$ cat src/rtl/matrix_operand_reader_if.sv
// BRAM read port and row-major element stream of the matrix operand reader.
// master = reader side, slave = BRAM/consumer side.
interface matrix_operand_reader_if #(
    parameter int unsigned DATA_WIDTH = 32,
    parameter int unsigned ADDR_WIDTH = 14
);
    logic                  bram_rd_en;
    logic [ADDR_WIDTH-1:0] bram_rd_addr;
    logic [DATA_WIDTH-1:0] bram_rd_data;
    logic                  out_valid;
    logic                  out_ready;
    logic [DATA_WIDTH-1:0] out_data;
    logic [7:0]            out_row;
    logic [7:0]            out_col;
    logic                  out_last;

    modport master (
        output bram_rd_en, bram_rd_addr,
        input  bram_rd_data,
        output out_valid, out_data, out_row, out_col, out_last,
        input  out_ready
    );

    modport slave (
        input  bram_rd_en, bram_rd_addr,
        output bram_rd_data,
        input  out_valid, out_data, out_row, out_col, out_last,
        output out_ready
    );
endinterface

$ cat src/rtl/matrix_operand_reader.sv
// Fetches a stored matrix by slot ID, validates its shape from metadata word 0
// and streams the elements row-major through a 2-entry output FIFO.
module matrix_operand_reader #(
    parameter int unsigned DATA_WIDTH = 32,
    parameter int unsigned ADDR_WIDTH = 14,
    parameter int unsigned BLOCK_SIZE = 1152,
    parameter int unsigned META_WORDS = 3
) (
    input  logic                    clk,
    input  logic                    rst,
    input  logic                    i_start,
    input  logic [2:0]              i_matrix_id,
    output logic                    o_busy,
    output logic                    o_done,
    output logic [3:0]              o_status,
    output logic [7:0]              o_shape_rows,
    output logic [7:0]              o_shape_cols,
    matrix_operand_reader_if.master io_bus
);
    localparam int unsigned CNT_W    = 16;
    localparam int unsigned CAPACITY = BLOCK_SIZE - META_WORDS;

    typedef enum logic [2:0] {
        S_IDLE, S_META_REQ, S_META_WAIT, S_CHECK, S_STREAM, S_FIN
    } state_e;

    typedef enum logic [3:0] {
        ST_IDLE      = 4'd0,
        ST_BUSY      = 4'd1,
        ST_SUCCESS   = 4'd2,
        ST_ERR_DIM   = 4'd3,
        ST_ERR_ID    = 4'd4,
        ST_ERR_EMPTY = 4'd5
    } status_e;

    state_e                r_state,  w_state_nxt;
    status_e               r_status, w_status_nxt;
    status_e               r_result, w_result_nxt;
    logic                  r_busy,   w_busy_nxt;
    logic                  r_done,   w_done_nxt;
    logic [7:0]            r_rows,   w_rows_nxt;
    logic [7:0]            r_cols,   w_cols_nxt;
    logic [CNT_W-1:0]      r_count,  w_count_nxt;
    logic [ADDR_WIDTH-1:0] r_base,   w_base_nxt;
    logic                  w_stream_init;

    logic [DATA_WIDTH-1:0] r_fifo [2];
    logic                  r_wr_ptr;
    logic                  r_rd_ptr;
    logic [1:0]            r_fifo_cnt;
    logic                  r_pend;
    logic [CNT_W-1:0]      r_issue_k;
    logic [CNT_W-1:0]      r_out_k;
    logic [7:0]            r_out_row;
    logic [7:0]            r_out_col;

    logic                  w_out_valid;
    logic                  w_out_last;
    logic                  w_pop;
    logic [2:0]            w_occ;
    logic                  w_meta_rd;
    logic                  w_data_rd;
    logic [ADDR_WIDTH-1:0] w_data_addr;
    logic [CNT_W-1:0]      w_elems;

    assign w_out_valid = (r_fifo_cnt != 2'd0);
    assign w_out_last  = (r_out_k == r_count - CNT_W'(1));
    assign w_pop       = w_out_valid && io_bus.out_ready;
    assign w_elems     = CNT_W'(r_rows) * CNT_W'(r_cols);

    // Occupancy after this cycle's push/pop; a new read lands two edges later, so cap at 2.
    assign w_occ       = 3'(r_fifo_cnt) + 3'(r_pend) - 3'(w_pop);
    assign w_meta_rd   = (r_state == S_META_REQ);
    assign w_data_rd   = (r_state == S_STREAM) && (r_issue_k < r_count) && (w_occ < 3'd2);
    assign w_data_addr = r_base + ADDR_WIDTH'(META_WORDS) + ADDR_WIDTH'(r_issue_k);

    assign io_bus.bram_rd_en   = !rst && (w_meta_rd || w_data_rd);
    assign io_bus.bram_rd_addr = w_data_rd ? w_data_addr : (w_meta_rd ? r_base : '0);
    assign io_bus.out_valid    = w_out_valid;
    assign io_bus.out_data     = r_fifo[r_rd_ptr];
    assign io_bus.out_row      = r_out_row;
    assign io_bus.out_col      = r_out_col;
    assign io_bus.out_last     = w_out_valid && w_out_last;

    assign o_busy       = r_busy;
    assign o_done       = r_done;
    assign o_status     = r_status;
    assign o_shape_rows = r_rows;
    assign o_shape_cols = r_cols;

    always_ff @(posedge clk) begin
        if (rst) begin
            r_state  <= S_IDLE;
            r_status <= ST_IDLE;
            r_result <= ST_IDLE;
            r_busy   <= 1'b0;
            r_done   <= 1'b0;
            r_rows   <= '0;
            r_cols   <= '0;
            r_count  <= '0;
            r_base   <= '0;
        end else begin
            r_state  <= w_state_nxt;
            r_status <= w_status_nxt;
            r_result <= w_result_nxt;
            r_busy   <= w_busy_nxt;
            r_done   <= w_done_nxt;
            r_rows   <= w_rows_nxt;
            r_cols   <= w_cols_nxt;
            r_count  <= w_count_nxt;
            r_base   <= w_base_nxt;
        end
    end

    always_comb begin
        w_state_nxt   = r_state;
        w_status_nxt  = r_status;
        w_result_nxt  = r_result;
        w_busy_nxt    = r_busy;
        w_done_nxt    = 1'b0;
        w_rows_nxt    = r_rows;
        w_cols_nxt    = r_cols;
        w_count_nxt   = r_count;
        w_base_nxt    = r_base;
        w_stream_init = 1'b0;
        unique case (r_state)
            S_IDLE: begin
                if (i_start) begin
                    w_busy_nxt   = 1'b1;
                    w_status_nxt = ST_BUSY;
                    w_rows_nxt   = '0;
                    w_cols_nxt   = '0;
                    w_count_nxt  = '0;
                    w_base_nxt   = ADDR_WIDTH'(32'(i_matrix_id) * BLOCK_SIZE);
                    if (i_matrix_id == 3'd0) begin
                        w_result_nxt = ST_ERR_ID;
                        w_state_nxt  = S_FIN;
                    end else begin
                        w_state_nxt  = S_META_REQ;
                    end
                end
            end
            S_META_REQ: w_state_nxt = S_META_WAIT;
            S_META_WAIT: begin
                w_rows_nxt  = io_bus.bram_rd_data[31:24];
                w_cols_nxt  = io_bus.bram_rd_data[23:16];
                w_state_nxt = S_CHECK;
            end
            S_CHECK: begin
                if (r_rows == 8'd0 || r_cols == 8'd0) begin
                    w_result_nxt = ST_ERR_EMPTY;
                    w_state_nxt  = S_FIN;
                end else if (w_elems > CNT_W'(CAPACITY)) begin
                    w_result_nxt = ST_ERR_DIM;
                    w_state_nxt  = S_FIN;
                end else begin
                    w_count_nxt   = w_elems;
                    w_stream_init = 1'b1;
                    w_state_nxt   = S_STREAM;
                end
            end
            S_STREAM: begin
                if (w_pop && w_out_last) begin
                    w_result_nxt = ST_SUCCESS;
                    w_state_nxt  = S_FIN;
                end
            end
            S_FIN: begin
                w_done_nxt   = 1'b1;
                w_busy_nxt   = 1'b0;
                w_status_nxt = r_result;
                w_state_nxt  = S_IDLE;
            end
            default: w_state_nxt = S_IDLE;
        endcase
    end

    // Stream datapath: read issue, FIFO occupancy and output row/col indices.
    always_ff @(posedge clk) begin
        if (rst || w_stream_init) begin
            r_wr_ptr   <= 1'b0;
            r_rd_ptr   <= 1'b0;
            r_fifo_cnt <= '0;
            r_pend     <= 1'b0;
            r_issue_k  <= '0;
            r_out_k    <= '0;
            r_out_row  <= '0;
            r_out_col  <= '0;
        end else begin
            r_pend     <= w_data_rd;
            r_fifo_cnt <= r_fifo_cnt + 2'(r_pend) - 2'(w_pop);
            if (w_data_rd) begin
                r_issue_k <= r_issue_k + CNT_W'(1);
            end
            if (r_pend) begin
                r_wr_ptr <= ~r_wr_ptr;
            end
            if (w_pop) begin
                r_rd_ptr <= ~r_rd_ptr;
                r_out_k  <= r_out_k + CNT_W'(1);
                if (r_out_col == r_cols - 8'd1) begin
                    r_out_col <= '0;
                    r_out_row <= r_out_row + 8'd1;
                end else begin
                    r_out_col <= r_out_col + 8'd1;
                end
            end
        end
    end

    always_ff @(posedge clk) begin
        if (r_pend) begin
            r_fifo[r_wr_ptr] <= io_bus.bram_rd_data;
        end
    end
endmodule
$ cat src/flat_wrapper.sv
// flat-port wrapper written by rule: the top's interface ports become plain ports
module matrix_operand_reader_flat 
#(
    parameter int unsigned DATA_WIDTH = 32,
    parameter int unsigned ADDR_WIDTH = 14,
    parameter int unsigned BLOCK_SIZE = 1152,
    parameter int unsigned META_WORDS = 3
)
  (clk, rst, i_start, i_matrix_id, o_busy, o_done, o_status, o_shape_rows, o_shape_cols, io_bus_bram_rd_en, io_bus_bram_rd_addr, io_bus_bram_rd_data, io_bus_out_valid, io_bus_out_data, io_bus_out_row, io_bus_out_col, io_bus_out_last, io_bus_out_ready);
  matrix_operand_reader_if #(.DATA_WIDTH(DATA_WIDTH), .ADDR_WIDTH(ADDR_WIDTH)) io_bus_i ();
  input  logic clk;
  input  logic rst;
  input  logic i_start;
  input  logic [2:0] i_matrix_id;
  output logic o_busy;
  output logic o_done;
  output logic [3:0] o_status;
  output logic [7:0] o_shape_rows;
  output logic [7:0] o_shape_cols;
  output wire logic [$bits(io_bus_i.bram_rd_en)-1:0] io_bus_bram_rd_en;
  output wire logic [$bits(io_bus_i.bram_rd_addr)-1:0] io_bus_bram_rd_addr;
  input wire logic [$bits(io_bus_i.bram_rd_data)-1:0] io_bus_bram_rd_data;
  output wire logic [$bits(io_bus_i.out_valid)-1:0] io_bus_out_valid;
  output wire logic [$bits(io_bus_i.out_data)-1:0] io_bus_out_data;
  output wire logic [$bits(io_bus_i.out_row)-1:0] io_bus_out_row;
  output wire logic [$bits(io_bus_i.out_col)-1:0] io_bus_out_col;
  output wire logic [$bits(io_bus_i.out_last)-1:0] io_bus_out_last;
  input wire logic [$bits(io_bus_i.out_ready)-1:0] io_bus_out_ready;
  assign io_bus_bram_rd_en = io_bus_i.bram_rd_en;
  assign io_bus_bram_rd_addr = io_bus_i.bram_rd_addr;
  assign io_bus_i.bram_rd_data = io_bus_bram_rd_data;
  assign io_bus_out_valid = io_bus_i.out_valid;
  assign io_bus_out_data = io_bus_i.out_data;
  assign io_bus_out_row = io_bus_i.out_row;
  assign io_bus_out_col = io_bus_i.out_col;
  assign io_bus_out_last = io_bus_i.out_last;
  assign io_bus_i.out_ready = io_bus_out_ready;
  matrix_operand_reader #(.DATA_WIDTH(DATA_WIDTH), .ADDR_WIDTH(ADDR_WIDTH), .BLOCK_SIZE(BLOCK_SIZE), .META_WORDS(META_WORDS)) u_core (.clk(clk), .rst(rst), .i_start(i_start), .i_matrix_id(i_matrix_id), .o_busy(o_busy), .o_done(o_done), .o_status(o_status), .o_shape_rows(o_shape_rows), .o_shape_cols(o_shape_cols), .io_bus(io_bus_i));
endmodule
$ cat config.mk
export PLATFORM = sky130hd
export DESIGN_NAME = matrix_operand_reader_flat
export DESIGN_NICKNAME = d
export VERILOG_FILES = /design/src/rtl/matrix_operand_reader_if.sv /design/src/rtl/matrix_operand_reader.sv /design/src/flat_wrapper.sv
export SDC_FILE = /design/constraint.sdc
export NUM_CORES = 1
export LEC_CHECK = 0
export ABC_AREA = 0
export CAP_MARGIN = 20
export CORE_MARGIN = 8
export CORE_UTILIZATION = 57
export DETAILED_ROUTE_END_ITERATION = 10
export PLACE_DENSITY = 0.88
export SYNTH_ARGS = -nofsm -noshare
export SYNTH_HDL_FRONTEND = slang
export SYNTH_SLANG_ARGS = --single-unit
$ cat constraint.sdc
create_clock -name clk -period 6.1 [get_ports clk]
set_input_delay 0.915 -clock clk [delete_from_list [all_inputs] [get_ports clk]]
set_output_delay 0.915 -clock clk [all_outputs]
set_load 0.01 [all_outputs]
==> impl_metrics.yaml <==
grt:
  grt_usage_pct: 22.82
  grt_use_met2_pct: 37.71
  top_usage_layer: "met2"
  met3_usage_pct: 6.282
  grt_pass1_vias: 8290
  grt_start_max_net_pins: 55
  antenna_found_initial: 0
  grt_pass1_wl_mm: 41.47
  grt.met1_usage_pct: 28.37
  gr-total-overflow: 0
layout:
  areaGrowthSynthToFinish_pct: 20.54
  multiInputGateArea_um2: 5872
  fill_cells: 1265
  fin_util_pct: 69.56
  mostFrequentLayoutCell: "clkdlybuf4s50_1"
  regArea_um2: 3924
  layout.nets: 1335
  diodes: 0
  final_cell_mix: "clkdlybuf4s50_1 (124), dfxtp_1 (100), nor2_1 (99)"
  drive_gt1_share_pct: 8.382
timing:
  relSlewSlack_pct: 61.79
  fin_worst_skew_ns: 0.01452
  period_needed_ns: 5.730
  final-hold-violation-count: 0
  timing.fmax_mhz: 174.5
  fin_crit_sh_pct: 93.93
  fin_tns_setup_ns: 0
  holdWs_ns: 0.4916
  fin_ws_ns: 0.3700
  grt_setup_unrepaired: "no"
  setup_viol_count_final: 0
  slew_violations: 0
  max_slew.worst_pin.slew_ns: 0.5731
synthesis:
  synth_seq_cells: 164
  synth_top_family_by_area: "simple AND/OR/NAND/NOR gates"
  ys_types: 67
  ys_async_sr_fraction_pct: 0
  synth-simple-area-share_pct: 20.09
  synth_fa_ha_area_share_pct: 15.34
  synth-edff-count: 64
  yosys-mux-area-fraction_pct: 3.889
  synth_seq_area_share_pct: 38.11
  netlist_area_um2: 10300
  yosys.area_share.xor_xnor_pct: 6.890
  synth_compound_area_share_pct: 10.61
  ys.flop_type: "dfxtp_1"
  synth_warnings: 0
  synthesis.nets: 1224
  synth_cells: 1081
  syn_area_per_cell_um2: 9.525
  synth_area_leaders: "dfxtp_1 (19%), edfxtp_1 (19%), ha_1 (8.1%)"
  synthDominantCellAreaShare_pct: 19.44
  synth_top_cell_by_area: "dfxtp_1"
flow_run:
  drv_cap: 0
critical_path:
  cp-end-kind: "flop"
  cp_max_fo: 13
  startpoint_type: "flop"
  reg2reg_depth: 17
  crit_type: "flop to flop"
  worstPathArrival_ns: 6.09
  required_ns: 6.46
clocking:
  worstSkewPairLatency_ns: 0.44
  clock-sinks: 164
  ctsRootBufferMaster: "clkbuf_16"
  cts_max_path_buffers: 2
  cts_buffers: 17
  cts_setup_buffers: 0
  cts_tree: "built"
  clk_pin_slew_ns: 0.07
  h-tree-depth: 4
floorplan:
  die_h_um: 150.4
  coreArea_um2: 17840
  pin_count: 126
  die_x_um: 150.4
  row_count: 49
  start_util_pct: 57.71
  dieArea_um2: 22620
placed_design:
  dpl_worst_slack_ns: 0.3036
  place_congestion: 0.9095
  dpl.hpwl_mm: 18.98
  io_buffers: 124
power:
  peakVddDrop_v: 0.0002119
  p_leak_nw: 5.050
  power_density_nw_per_um2: 236.9
status:
  status: "complete, no violations"
routing:
  antenna_left: 0
  firstDrtPassIters: 5
  wl_mm: 25.44
  dr_total_vias: 8344
  wire_per_inst_um: 17.74
  drt_first_iter_violations: 543
  vias_per_cell: 5.819
  drc: 0
min_path:
  holdPathStages: 2
  worstHoldPathType: "flop to flop"
-- critical path, stage by stage, from the launching register on --
cell      delay, ns
dfxtp_1        0.59
nand2_1        0.15
fa_1           0.53
fa_1           0.57
inv_1          0.06
fa_1           0.54
inv_1          0.06
fa_1           0.53
inv_1          0.05
ha_1           0.34
a21o_1         0.24
a31oi_1        0.32
a21oi_1        0.15
o31ai_1        0.37
o311ai_2       0.22
and4_2         0.32
or3_1          0.45
nor2_1         0.15
-- report_power, final --
part	switching [mW]	total, mW	internal (mW)
Clock	0.528	1.09	0.562
Sequential	0.0798	1.26	1.18
Combinational	0.322	0.592	0.270
Total	0.930	2.94	2.01
-- stage by stage --
| step | cells | cell area (µm²) | total power, mW |
|---|---|---|---|
| finish | 1434 | 12410 | 2.940 |
| global route | 1434 | 12410 | 3.066 |
| CTS | 1433 | 12390 | 2.945 |
| detailed placement | 1401 | 11780 | 1.855 |
| global placement | 1401 | 11780 | 1.842 |
| floorplan | 1081 | 10300 | 1.618 |
-- repair_timing --
item	4_1_cts	5_1_grt
endpoints found under the setup margin	0	58
hold buffers	0	0
resized for setup	0	2
-- state kept, by name, indices dropped and copies added, names as in the netlist, 8 cells and up, named ones only --
| name | count |
|---|---|
| u_core.o_shape_cols | 8 |
| u_core.io_bus.out_col | 8 |
| u_core.r_count | 16 |
| u_core.o_shape_rows | 8 |
| u_core.io_bus.out_row | 8 |
| u_core.r_out_k | 16 |
| u_core.r_issue_k | 16 |
| u_core.r_fifo | 64 |
-- routing by layer --
metal  share of wire, %  vias to the layer above
met5                  0                        -
met4                1.7                        0
met3                9.1                       45
met2                 48                      334
met1                 42                     3982
li1                   -                     3983
-- layout make-up --
class / count / area share [%]
clock buffer: 17 / 3.428
timing repair buffer: 145 / 11.37
multi-input combinational: 784 / 47.31
sequential: 164 / 31.62
tap: 229 / 2.309
inverter: 80 / 2.420
clock inverter: 15 / 1.542
-- final timing paths --
path                                             from                                    end  slack, ns
setup / recovery  u_core.o_shape_cols[6]$_SDFFE_PP0P_  u_core.io_bus.out_col[5]$_SDFFE_PP0P_       0.37
hold / removal        u_core.r_count[15]$_SDFFE_PP0P_        u_core.r_count[15]$_SDFFE_PP0P_       0.49
setup reg to reg  u_core.o_shape_cols[6]$_SDFFE_PP0P_  u_core.io_bus.out_col[5]$_SDFFE_PP0P_       0.37
hold reg to reg       u_core.r_count[15]$_SDFFE_PP0P_        u_core.r_count[15]$_SDFFE_PP0P_       0.49
-- Yosys cell counts, types with 6 or more instances --
library cell / number
nor3_1: 24
a22oi_1: 18
a31oi_1: 6
a21o_1: 14
clkbuf_1: 38
nor4_1: 6
edfxtp_1: 64
o211ai_1: 7
nand3_1: 31
dfxtp_1: 100
o21ai_0: 19
nand2b_1: 6
nor2b_1: 12
fa_1: 37
a21oi_1: 57
mux2_2: 32
ha_1: 67
nand4_1: 15
o31ai_1: 12
nand2_1: 77
and2_1: 62
xnor2_1: 40
buf_1: 6
and3_1: 16
nor3b_1: 6
buf_2: 7
xor2_1: 41
inv_1: 80
or4_1: 11
nor2_1: 100
-- kinds of logic (layout without fill, tap and decap cells) --
logic type,count (synthesis),in the layout
AND/OR/NAND/NOR,396,396
other,1,1
AO/OA/AOI/OAI,166,166
XOR/XNOR,81,81
flip-flops,164,164
adder cells (fa/ha/maj),104,104
multiplexers,36,36
buffers and inverters,133,257
Note: power is estimated with default switching activity, not from simulation.
